File: config.mk
export PLATFORM = sky130hd
export DESIGN_NAME = mem_req_arbiter
export DESIGN_NICKNAME = d
export VERILOG_FILES = /design/src/rtl/mem_req_arbiter.sv
export SDC_FILE = /design/constraint.sdc
export NUM_CORES = 1
export LEC_CHECK = 0
export ABC_CLOCK_PERIOD_IN_PS = 2450
export CAP_MARGIN = 0
export CORE_MARGIN = 10
export CORE_UTILIZATION = 38
export DETAILED_ROUTE_END_ITERATION = 10
export GPL_TIMING_DRIVEN = 0
export HOLD_SLACK_MARGIN = 0.08
export PLACE_DENSITY = 0.8
export SLEW_MARGIN = 10
export SYNTH_ARGS = -nofsm -noshare
export SYNTH_HDL_FRONTEND = slang
export SYNTH_SLANG_ARGS = --single-unit
File: constraint.sdc
create_clock -name clk -period 2.45 [get_ports clk]
set_input_delay 0.3675 -clock clk [delete_from_list [all_inputs] [get_ports clk]]
set_output_delay 0.3675 -clock clk [all_outputs]
set_load 0.03 [all_outputs]
File: src/rtl/mem_req_arbiter.sv
// Shares the memory-controller request port between fetch, LSB loads and committed stores.
// Priority store > load > fetch, with a starvation override for fetch and read squashing on flush.
module mem_req_arbiter #(
   parameter int STARVE_LIMIT = 16,
   parameter int ADDR_W       = 32
) (
   input  logic              clk,
   input  logic              rst,
   input  logic              rdy,
   input  logic              flush,
   // Each *_req is held with its payload stable until its 1-cycle *_done pulse; mem_valid is
   // held with mem_* stable until the 1-cycle mem_done; nothing is granted in the cycle after a done.
   input  logic              fetch_req,
   input  logic [ADDR_W-1:0] fetch_addr,
   output logic              fetch_done,
   input  logic              load_req,
   input  logic [ADDR_W-1:0] load_addr,
   input  logic [2:0]        load_size,
   input  logic              load_sign,
   output logic              load_done,
   input  logic              store_req,
   input  logic [ADDR_W-1:0] store_addr,
   input  logic [2:0]        store_size,
   input  logic [31:0]       store_data,
   output logic              store_done,
   output logic [31:0]       rdata,
   output logic              mem_valid,
   output logic              mem_write,
   output logic [ADDR_W-1:0] mem_addr,
   output logic [2:0]        mem_size,
   output logic              mem_sign,
   output logic [31:0]       mem_wdata,
   input  logic              mem_done,
   input  logic [31:0]       mem_rdata,
   output logic [1:0]        dbg_state
);

   typedef enum logic [1:0] {S_IDLE = 2'd0, S_BUSY = 2'd1, S_DRAIN = 2'd2, S_COOL = 2'd3} state_t;

   localparam logic [1:0] OWN_FETCH = 2'd0;
   localparam logic [1:0] OWN_LOAD  = 2'd1;
   localparam logic [1:0] OWN_STORE = 2'd2;
   localparam int         CNT_W     = $clog2(STARVE_LIMIT + 1);
   localparam logic [CNT_W-1:0] STARVE_MAX = CNT_W'(STARVE_LIMIT);

   state_t            r_state, w_state_nxt;
   logic [1:0]        r_owner;
   logic [CNT_W-1:0]  r_starve;
   logic              r_fetch_done, r_load_done, r_store_done;
   logic              r_mem_valid, r_mem_write, r_mem_sign;
   logic [ADDR_W-1:0] r_mem_addr;
   logic [2:0]        r_mem_size;
   logic [31:0]       r_mem_wdata, r_rdata;

   logic w_starved, w_load_ok, w_can_grant;
   logic w_grant_fetch, w_grant_load, w_grant_store, w_grant;
   logic w_owner_read, w_retire, w_complete;

   always_ff @(posedge clk) begin
      if (rst)      r_state <= S_IDLE;
      else if (rdy) r_state <= w_state_nxt;
   end

   always_comb begin
      w_state_nxt = r_state;
      case (r_state)
         S_IDLE:  if (w_grant) w_state_nxt = S_BUSY;
         S_BUSY:  if (mem_done) w_state_nxt = S_COOL;
                  else if (flush && w_owner_read) w_state_nxt = S_DRAIN;
         S_DRAIN: if (mem_done) w_state_nxt = S_COOL;
         S_COOL:  w_state_nxt = S_IDLE;
         default: w_state_nxt = S_IDLE;
      endcase
   end

   // IO-space loads (addr[17:16]==2'b11) must not overtake a pending store to keep UART order.
   always_comb begin
      w_starved     = fetch_req && (r_starve == STARVE_MAX);
      w_load_ok     = load_req && !(store_req && (load_addr[17:16] == 2'b11));
      w_can_grant   = (r_state == S_IDLE) && !flush;
      w_grant_store = w_can_grant && store_req && !w_starved;
      w_grant_load  = w_can_grant && w_load_ok && !store_req && !w_starved;
      w_grant_fetch = w_can_grant && fetch_req && (w_starved || (!store_req && !w_load_ok));
      w_grant       = w_grant_store || w_grant_load || w_grant_fetch;
      w_owner_read  = (r_owner != OWN_STORE);
      w_retire      = mem_done && ((r_state == S_BUSY) || (r_state == S_DRAIN));
      w_complete    = mem_done && (r_state == S_BUSY) && !(flush && w_owner_read);
   end

   always_ff @(posedge clk) begin
      if (rst) begin
         r_owner      <= OWN_FETCH;
         r_starve     <= '0;
         r_fetch_done <= 1'b0;
         r_load_done  <= 1'b0;
         r_store_done <= 1'b0;
         r_mem_valid  <= 1'b0;
         r_mem_write  <= 1'b0;
         r_mem_sign   <= 1'b0;
         r_mem_addr   <= '0;
         r_mem_size   <= '0;
         r_mem_wdata  <= '0;
         r_rdata      <= '0;
      end else if (rdy) begin
         r_fetch_done <= w_complete && (r_owner == OWN_FETCH);
         r_load_done  <= w_complete && (r_owner == OWN_LOAD);
         r_store_done <= w_complete && (r_owner == OWN_STORE);
         if (w_complete && w_owner_read) r_rdata <= mem_rdata;
         if (w_grant) begin
            r_mem_valid <= 1'b1;
            if (w_grant_store) begin
               r_owner     <= OWN_STORE;
               r_mem_write <= 1'b1;
               r_mem_addr  <= store_addr;
               r_mem_size  <= store_size;
               r_mem_sign  <= 1'b0;
               r_mem_wdata <= store_data;
            end else if (w_grant_load) begin
               r_owner     <= OWN_LOAD;
               r_mem_write <= 1'b0;
               r_mem_addr  <= load_addr;
               r_mem_size  <= load_size;
               r_mem_sign  <= load_sign;
               r_mem_wdata <= '0;
            end else begin
               r_owner     <= OWN_FETCH;
               r_mem_write <= 1'b0;
               r_mem_addr  <= fetch_addr;
               r_mem_size  <= 3'd4;
               r_mem_sign  <= 1'b0;
               r_mem_wdata <= '0;
            end
         end else if (w_retire) begin
            r_mem_valid <= 1'b0;
         end
         // Waiting accrues on every cycle fetch asks without winning, including its own service.
         if (flush || w_grant_fetch)
            r_starve <= '0;
         else if (fetch_req && (r_starve != STARVE_MAX))
            r_starve <= r_starve + 1'b1;
      end
   end

   assign fetch_done = r_fetch_done;
   assign load_done  = r_load_done;
   assign store_done = r_store_done;
   assign rdata      = r_rdata;
   assign mem_valid  = r_mem_valid;
   assign mem_write  = r_mem_write;
   assign mem_addr   = r_mem_addr;
   assign mem_size   = r_mem_size;
   assign mem_sign   = r_mem_sign;
   assign mem_wdata  = r_mem_wdata;
   assign dbg_state  = r_state;

endmodule

* Word-level counts from Yosys, hierarchy flattened
Cells that the tools add are included.
** Cells by class
- Add/subtract/negate cells :: 1
- Reduce and logical (&&, ||, !) cells :: 41
- Equal/unequal tests :: 12
- Muxes and demuxes :: 19
** Operators with widths (count)
- $mux 32 :: 3
- $logic_and 1x1->1 :: 21
- $mux 2 :: 5
- $mux 5 :: 2
- $eq 2x2->1 const B :: 4
- $pmux 2 s4 :: 1
- $reduce_and 2->1 :: 4
- $logic_not 1->1 :: 6
- $mux 1 :: 6
- $mux 3 :: 2
- $ne 2x2->1 const B :: 3
- $add 5x1->5 const B :: 1
- $eq 5x5->1 const B :: 1
- $logic_or 1x1->1 :: 5
- $ne 5x5->1 const B :: 1
- $eq 2x1->1 const B :: 2
- $logic_not 2->1 :: 2
- $reduce_and 4->1 :: 1
- $reduce_bool 2->1 :: 2
- $ne 3x2->1 const B :: 1
** Word-level totals
- Register bits :: 114
- Output and inout bits :: 107
- Logic and storage cells :: 86
- Bits of input ports :: 175

* Longest topological paths before layout
Gate-level depths: netlist (run 1).
- Depth after elaboration :: 11
- Gate-level depth with buffers :: 9
- Mapped depth without buffers :: 6

* Least setup slack after synthesis (run 1)
Ideal clock, no wire load.
- Path type :: reg2reg
- Start :: register r_state[0], in the netlist dbg_state[0]
- End :: register r_mem_addr[10], in the netlist mem_addr[10]
- Setup slack :: 485 ps
- Buffers on the path :: 2
- Setup time :: 126 ps
- Required time :: 2324 ps
- Arrival :: 1839 ps
- Cell stages (with the launch flop) :: 9
- Period minus slack after synthesis :: 1965 ps
- Path through :: dfxtp_1 -> inv_1 -> ha_1 -> nand2b_1 -> a211oi_1 -> buf_4 -> buf_4 -> mux2i_1 -> o221ai_2
** Between the ends
- Longest elaborated chain between the ends :: 8
- Elaborated cells on any way between the ends :: 14
- Those cells by class :: mux (2); reduce/logical (12)
** Ends and longest elaborated chain
- from (decl) :: RTL line 46 : state_t r_state, w_state_nxt;
- from (signal assigned) :: RTL line 61 : else if (rdy) r_state <= w_state_nxt;
- $logic_not 2->1 (*) :: RTL line 80 : w_can_grant = (r_state == S_IDLE) && !flush;
- $logic_and 1x1->1 (*) :: RTL line 80
- $logic_and 1x1->1 (3 in a row) :: RTL line 82 : w_grant_load = w_can_grant && w_load_ok && !store_req && !w_starved;
- $logic_or 1x1->1 (2 in a row) :: RTL line 84 : w_grant = w_grant_store || w_grant_load || w_grant_fetch;
- $reduce_and 2->1 (no source line)
- to (signal assigned) :: RTL line 114 : r_mem_addr <= store_addr;
- to (signal assigned) :: RTL line 121 : r_mem_addr <= load_addr;
- to (signal assigned) :: RTL line 128 : r_mem_addr <= fetch_addr;
- to (decl) :: RTL line 51 : logic [ADDR_W-1:0] r_mem_addr;
Mark *: on every way between the ends. The rest lies on a longest branch, timed or not.
A chain may end at the register's enable or synchronous reset.

* Worst setup path in the final report (run 1)
- Start :: register r_starve[0]
- End :: register r_mem_addr[15], in the netlist mem_addr[15]
** Between the ends
- Longest elaborated chain between the ends :: 7
- Elaborated cells on any way between the ends :: 12
- Those cells by class :: eq/ne (1); mux (2); reduce/logical (9)
** Ends and longest elaborated chain
- from (decl) :: RTL line 48 : logic [CNT_W-1:0] r_starve;
- from (signal assigned) :: RTL line 140 : r_starve <= r_starve + 1'b1;
- $eq 5x5->1 (*) :: RTL line 78 : w_starved = fetch_req && (r_starve == STARVE_MAX);
- $logic_and 1x1->1 (*) :: RTL line 78
- $logic_not 1->1 :: RTL line 81, 82
- $logic_and 1x1->1, on equally long branches :: RTL line 81, 82
- $logic_or 1x1->1 (2 in a row) :: RTL line 84
- $reduce_and 2->1 (no source line)
Marked as above.

==> results of run 1 <==
==> through the flow <==
step / setup TNS (ns) / area (um^2) / power [W] / hold slack [ns] / utilization, %
after floorplan: 0 / 4890 / 0.00238 / 0.463 / -
after global placement: -0.175 / 7900 / 0.00285 / 0.440 / 62.6
after detailed placement: -0.407 / 7900 / 0.00287 / 0.451 / 62.6
after CTS: 0 / 8460 / 0.00516 / 0.335 / 67.0
after global routing: 0 / 8460 / 0.00531 / 0.354 / 67.0
final: 0 / 8460 / 0.00513 / 0.353 / 67.0
==> sequential cells by signal, summed over array words and instances (netlist names) <==
signal and flops:
dbg_state 2, fetch_done 1, load_done 1, mem_addr 32, mem_sign 1, mem_size 3
mem_valid 1, mem_wdata 32, r_owner 2, r_starve 5, rdata 32, store_done 1
==> power by group <==
part           internal [W]  switching (W)  total, W
sequential          0.00190      0.0000379   0.00194
combinational      0.000475       0.000420  0.000894
clock               0.00141       0.000879   0.00229
total               0.00379        0.00134   0.00513
==> area by class of cell <==
class	count	area, um^2	share of cell area, %
clock buffers	19	443	5.24
flip-flops and latches	113	2260	26.7
inverters	40	150	1.78
multi-input cells	313	2230	26.4
plain buffers	38	250	2.96
repair buffers	279	2790	33.0
clock inverters	13	115	1.36
well taps	172	215	2.54
==> worst max path at each step <==
stage / depth (start not counted) / endpoint / slack (ns) / startpoint
after floorplan: 8 / mem_addr[10] / 0.49 / dbg_state[0]
after global placement: 8 / mem_addr[15] / -0.12 / store_req
after detailed placement: 8 / mem_addr[15] / -0.10 / store_req
after CTS: 9 / mem_addr[15] / 0.08 / r_starve[0]
after global routing: 9 / mem_addr[15] / 0.01 / r_starve[0]
final: 9 / mem_addr[15] / 0.10 / r_starve[0]
==> per-layer routing <==
| layer | vias up | track usage [%] | share of wire [%] |
|---|---|---|---|
| li1 | 2366 | - | - |
| met1 | 2348 | 21.1 | 39 |
| met2 | 198 | 36.6 | 52 |
| met3 | 38 | 5.94 | 6.2 |
| met4 | 0 | 8.89 | 2.9 |
| met5 | - | 0 | 0 |
==> critical path, cell delays in order (launching register included) <==
cell and delay, ns:
dfxtp_1 0.37, inv_1 0.08, ha_1 0.20, nor4bb_1 0.14, buf_4 0.17, a211oi_1 0.28, buf_4 0.23, buf_4 0.24
mux2i_1 0.37, o221ai_2 0.13
==> synthesized netlist by cell type, types with 3 or more instances <==
library cell / instances / area [um^2]
a22o_1: 34 / 298
buf_4: 6 / 45.0
mux2i_1: 32 / 320
ha_1: 6 / 75.1
buf_2: 8 / 40.0
dfxtp_1: 113 / 2260
o221ai_2: 30 / 450
nand2_1: 107 / 402
clkbuf_1: 14 / 52.6
nor3_1: 3 / 15.0
nor2_1: 15 / 56.3
xnor2_1: 4 / 35.0
a21oi_1: 42 / 210
inv_1: 40 / 150
nand3_1: 3 / 15.0
a211oi_1: 3 / 22.5
buf_6: 10 / 113
==> logic make-up after synthesis <==
family                     share of synthesized area (%)
buffers and inverters                               8.18
adders and majority gates                           1.53
xor gates and xnor gates                           0.716
muxes                                               6.55
DFF                                                 46.2
AOI/OAI and AO/OA                                   23.9
and+or+nand+nor                                     12.9
==> run_results.csv, run 1 <==
group,metric,value,unit
drt,drt_pass1_iterations,7,
sta,tightest_slew,0.568,ns
finish,final_common_cell,"clkdlybuf4s50_1",
placement,io_buffers,279,
clocking,root_buffer,"clkbuf_16",
global_routing,grt_start_max_net_pins,17,
floorplanning,rows,41,
run_status,status,"completed",
worst_setup_path,r2r-end,"mem_addr[15]",
finish,fin_nets,983,
drt,drc,0,
synthesis,syn_nets,685,
worst_setup_path,r2r_start,"r_starve[0]",
sta,layout_min_cycle_time,2.35,ns
clocking,cts.path.max_buffers,2,
worst_setup_path,crit_required,2.73,ns
worst_setup_path,rrSetupSlack,0.10,ns
synthesis,yosys_warnings,0,
drt,finalWirelength,18.6,mm
min_path,min-delay-start,"fetch_req",
clocking,htree_levels,4,
clocking,cts_setup_buffers,0,
worst_setup_path,worstSetupEndpointType,"register",
placement,dp_hpwl,15.1,mm
synthesis,postSynthAreaPerCell,9.71,um^2
sta,grt_setup_unrepaired,"no",
sta,slew_viol_final,0,
sta,setup_viol,0,
floorplanning,fp.dieH,133,um
clocking,tritoncts.num_buffers,17,
synthesis,synthArstFlopShare,0,%
finish,n_antenna_cell,0,
worst_setup_path,critPathKind,"reg -> reg",
sta,skew,0.00684,ns
min_path,min_to,"mem_size[1]",
global_routing,track_usage,20.2,%
floorplanning,coreArea,12600,um^2
pwr,power_leakage,3.12,nW
min_path,hp-class,"in -> reg",
global_routing,overflow,0,
sta,maxSlewHeadroom,62.2,%
synthesis,ys_seq_area_share,46.2,%
synthesis,synth.distinct_cells,45,
global_routing,antenna_found_initial,0,
drt,antenna_left,0,
pwr,power_density,606,nW/um^2
global_routing,grt_pass1_wl,28.6,mm
finish,fillers,1016,
synthesis,syn-cell-area,4890,um^2
synthesis,ys.flop_type,"dfxtp_1",
floorplanning,die_area,17800,um^2
clocking,cts_resized,0,
drt,vias,4950,
finish,drive_above_1_share,11.8,%
sta,hold_violations,0,
global_routing,grt_pass1_vias,5214,
finish,fin_cells,987,
sta,fmax,426,MHz
floorplanning,boundaryPins,282,
finish,final_cell_mix,"clkdlybuf4s50_1, dfxtp_1, nand2_1",
sta,fin_ws,0.101,ns
clocking,numClockSinks,113,
synthesis,synth_cells,504,
clocking,cts_tree,"built",
placement,post-place-ws,-0.105,ns
drt,wire_per_inst,18.9,um
worst_setup_path,start_kind,"register",
clocking,ctsHoldBuffers,0,
placement,dp_cells,955,
run,drv_cap,0,
floorplanning,die_w,133,um
finish,area_growth,72.9,%
clocking,clk_pin_slew,0.05,ns
worst_setup_path,reg2regPathDepth,9,
placement,gp_congestion,0.872,
synthesis,synth_edf_count,0,
pwr,peakVddDrop,0.000438,V
worst_setup_path,path_max_fanout,10,
min_path,min_path_cells,4,
worst_setup_path,arrival,2.63,ns
drt,drtIter0Drc,268,
floorplanning,start_util,38.8,%
drt,avgViaCountPerCell,5.02,
synthesis,ys_ff_latch,113,
sta,period_share,95.9,%
clocking,insertion_delay,0.41,ns
Power figures use the tool's default switching activity.
==> inputs of run 2 (changes only) <==
- CORE_UTILIZATION: 38 -> 41
- DONT_BUFFER_PORTS: not set -> 1
- PLACE_DENSITY: 0.8 -> not set
- TNS_END_PERCENT: not set -> 20
==> run 2 against run 1 <==
Effect of this change: non-clock buffer count decreased by 240; first-iteration DRC count decreased by 23%; sequential cell count unchanged; combinational power decreased by 55%; count of clock-buffer cells in the layout increased by 3; critical path type unchanged.
==> run_results.csv, run 2 (synthesis gave the netlist of run 1 again) <==
group,metric,value,unit
drt,wire_per_inst,21.5,um
floorplanning,fp.dieH,129,um
worst_setup_path,path_buf_inv,3,
pwr,peakVddDrop,0.000557,V
clocking,insertion_delay,0.41,ns
sta,grt_setup_unrepaired,"no",
pwr,comb_power_share,7.8,%
finish,n_antenna_cell,0,
finish,final_cell_mix,"dfxtp_1, nand2_1, a21oi_1",
finish,area_growth,24.9,%
global_routing,overflow,0,
pwr,seqPwrFrac,40.4,%
sta,setup_viol,0,
floorplanning,die_w,129,um
clocking,clk_pin_slew,0.05,ns
worst_setup_path,path_max_fanout,10,
sta,maxSlewHeadroom,65.7,%
worst_setup_path,worstSetupEndpointType,"register",
worst_setup_path,critPathMaxStageDelay,0.59,ns
pwr,p_int,0.00394,W
placement,dp_cells,647,
drt,avgViaCountPerCell,5.49,
worst_setup_path,critPathKind,"reg -> reg",
pwr,p_total,0.00517,W
floorplanning,rows,39,
sta,layout_min_cycle_time,2.30,ns
worst_setup_path,crit_family,"buffers and inverters",
worst_setup_path,crit_slowest_cell,"dfxtp_1",
min_path,hp-class,"in -> reg",
pwr,power_leakage,2.31,nW
global_routing,grt_pass1_wl,23.1,mm
pwr,power_density,846,nW/um^2
run,drv_cap,0,
floorplanning,coreArea,11600,um^2
global_routing,grt_start_max_net_pins,17,
global_routing,antenna_found_initial,0,
finish,design_area,6110,um^2
placement,gp_congestion,0.793,
worst_setup_path,crit_chain,"inv_2 -> ha_1 -> nand4b_1 -> or2_2 -> clkbuf_1 -> clkbuf_1 -> nand2_1 -> a21oi_1",
sta,skew,0.0108,ns
pwr,p_clk_share,51.9,%
sta,period_share,94.0,%
placement,dpl_cell_area,5070,um^2
pwr,sw_frac_of_total,23.7,%
finish,fin_nets,743,
drt,finalWirelength,15.5,mm
clocking,root_buffer,"clkbuf_16",
placement,io_buffers,0,
placement,dp_hpwl,12.1,mm
worst_setup_path,start_kind,"register",
clocking,cts_tree,"built",
finish,drive_above_1_share,17.7,%
worst_setup_path,crit_required,2.78,ns
finish,final_common_cell,"dfxtp_1",
sta,fmax,434,MHz
sta,hold_violations,0,
drt,vias,3945,
global_routing,grt_pass1_vias,4042,
drt,drtIter0Drc,207,
worst_setup_path,arrival,2.64,ns
drt,drt_pass1_iterations,4,
finish,post-route-util,52.8,%
run_status,status,"completed",
floorplanning,die_area,16700,um^2
sta,slew_viol_final,0,
finish,fin_cells,718,
clocking,cts.path.max_buffers,2,
pwr,p_sw,0.00122,W
floorplanning,boundaryPins,282,
global_routing,track_usage,17.7,%
floorplanning,start_util,42.3,%
clocking,numClockSinks,113,
drt,antenna_left,0,
clocking,tritoncts.num_buffers,17,
sta,tns,0,ns
clocking,htree_levels,4,
drt,drc,0,
worst_setup_path,cpMostUsedCell,"clkbuf_1",
sta,tightest_slew,0.514,ns
## run 2: final timing paths
check	slack, ns	endpoint	depth (start not counted)	from
max	0.15	rdata[10]	8	dbg_state[1]
max reg2reg	0.15	rdata[10]	8	dbg_state[1]
min	0.1	rdata[23]	2	mem_rdata[23]
min reg2reg	0.50	r_owner[0]	2	r_owner[0]
## run 2: final cells by class
class                   instances  area (um^2)
plain buffers                  38          253
clock buffers                  22          464
clock inverters                10          181
fillers                      1044         5450
inverters                      40          150
multi-input cells             313         2240
flip-flops and latches        113         2260
well taps                     143          179
repair buffers                 39          385
## run 2: worst reg2reg max path: stages (launching register included)
cell	delay, ns
dfxtp_1	0.59
inv_2	0.13
ha_1	0.26
nand4b_1	0.20
or2_2	0.14
clkbuf_1	0.22
clkbuf_1	0.39
nand2_1	0.13
a21oi_1	0.17
## run 2: layer usage
metal	routed length, um	global-route usage [%]	up-vias
met5	0	0	-
met4	353	7.63	0
met3	1820	9.34	30
met2	8090	31.3	169
met1	5180	16.8	1855
li1	-	-	1891
## run 2: what timing repair did
item	in CTS	in global routing
hold endpoints to repair	31	6
setup endpoints to repair	0	89
hold buffers	31	6
buffers inserted	0	2
resized for setup	0	8
## run 2: power by group through the flow
| stage | Sequential [W] | Combinational, W | Clock (W) |
|---|---|---|---|
| finish | 0.00209 | 0.000401 | 0.00268 |
| global route | 0.00209 | 0.000444 | 0.00283 |
| CTS | 0.00209 | 0.000390 | 0.00273 |
| detailed placement | 0.00213 | 0.000348 | 0 |
| global placement | 0.00212 | 0.000336 | 0 |
| floorplan | 0.00210 | 0.000284 | 0 |
## run 2: through the flow
step                setup slack, ns  hold WS, ns
global placement             0.0718        0.486
finish                        0.148       0.0966
detailed placement           0.0410        0.490
floorplan                     0.485        0.463
CTS                          0.0221       0.0802
global route                0.00960       0.0836
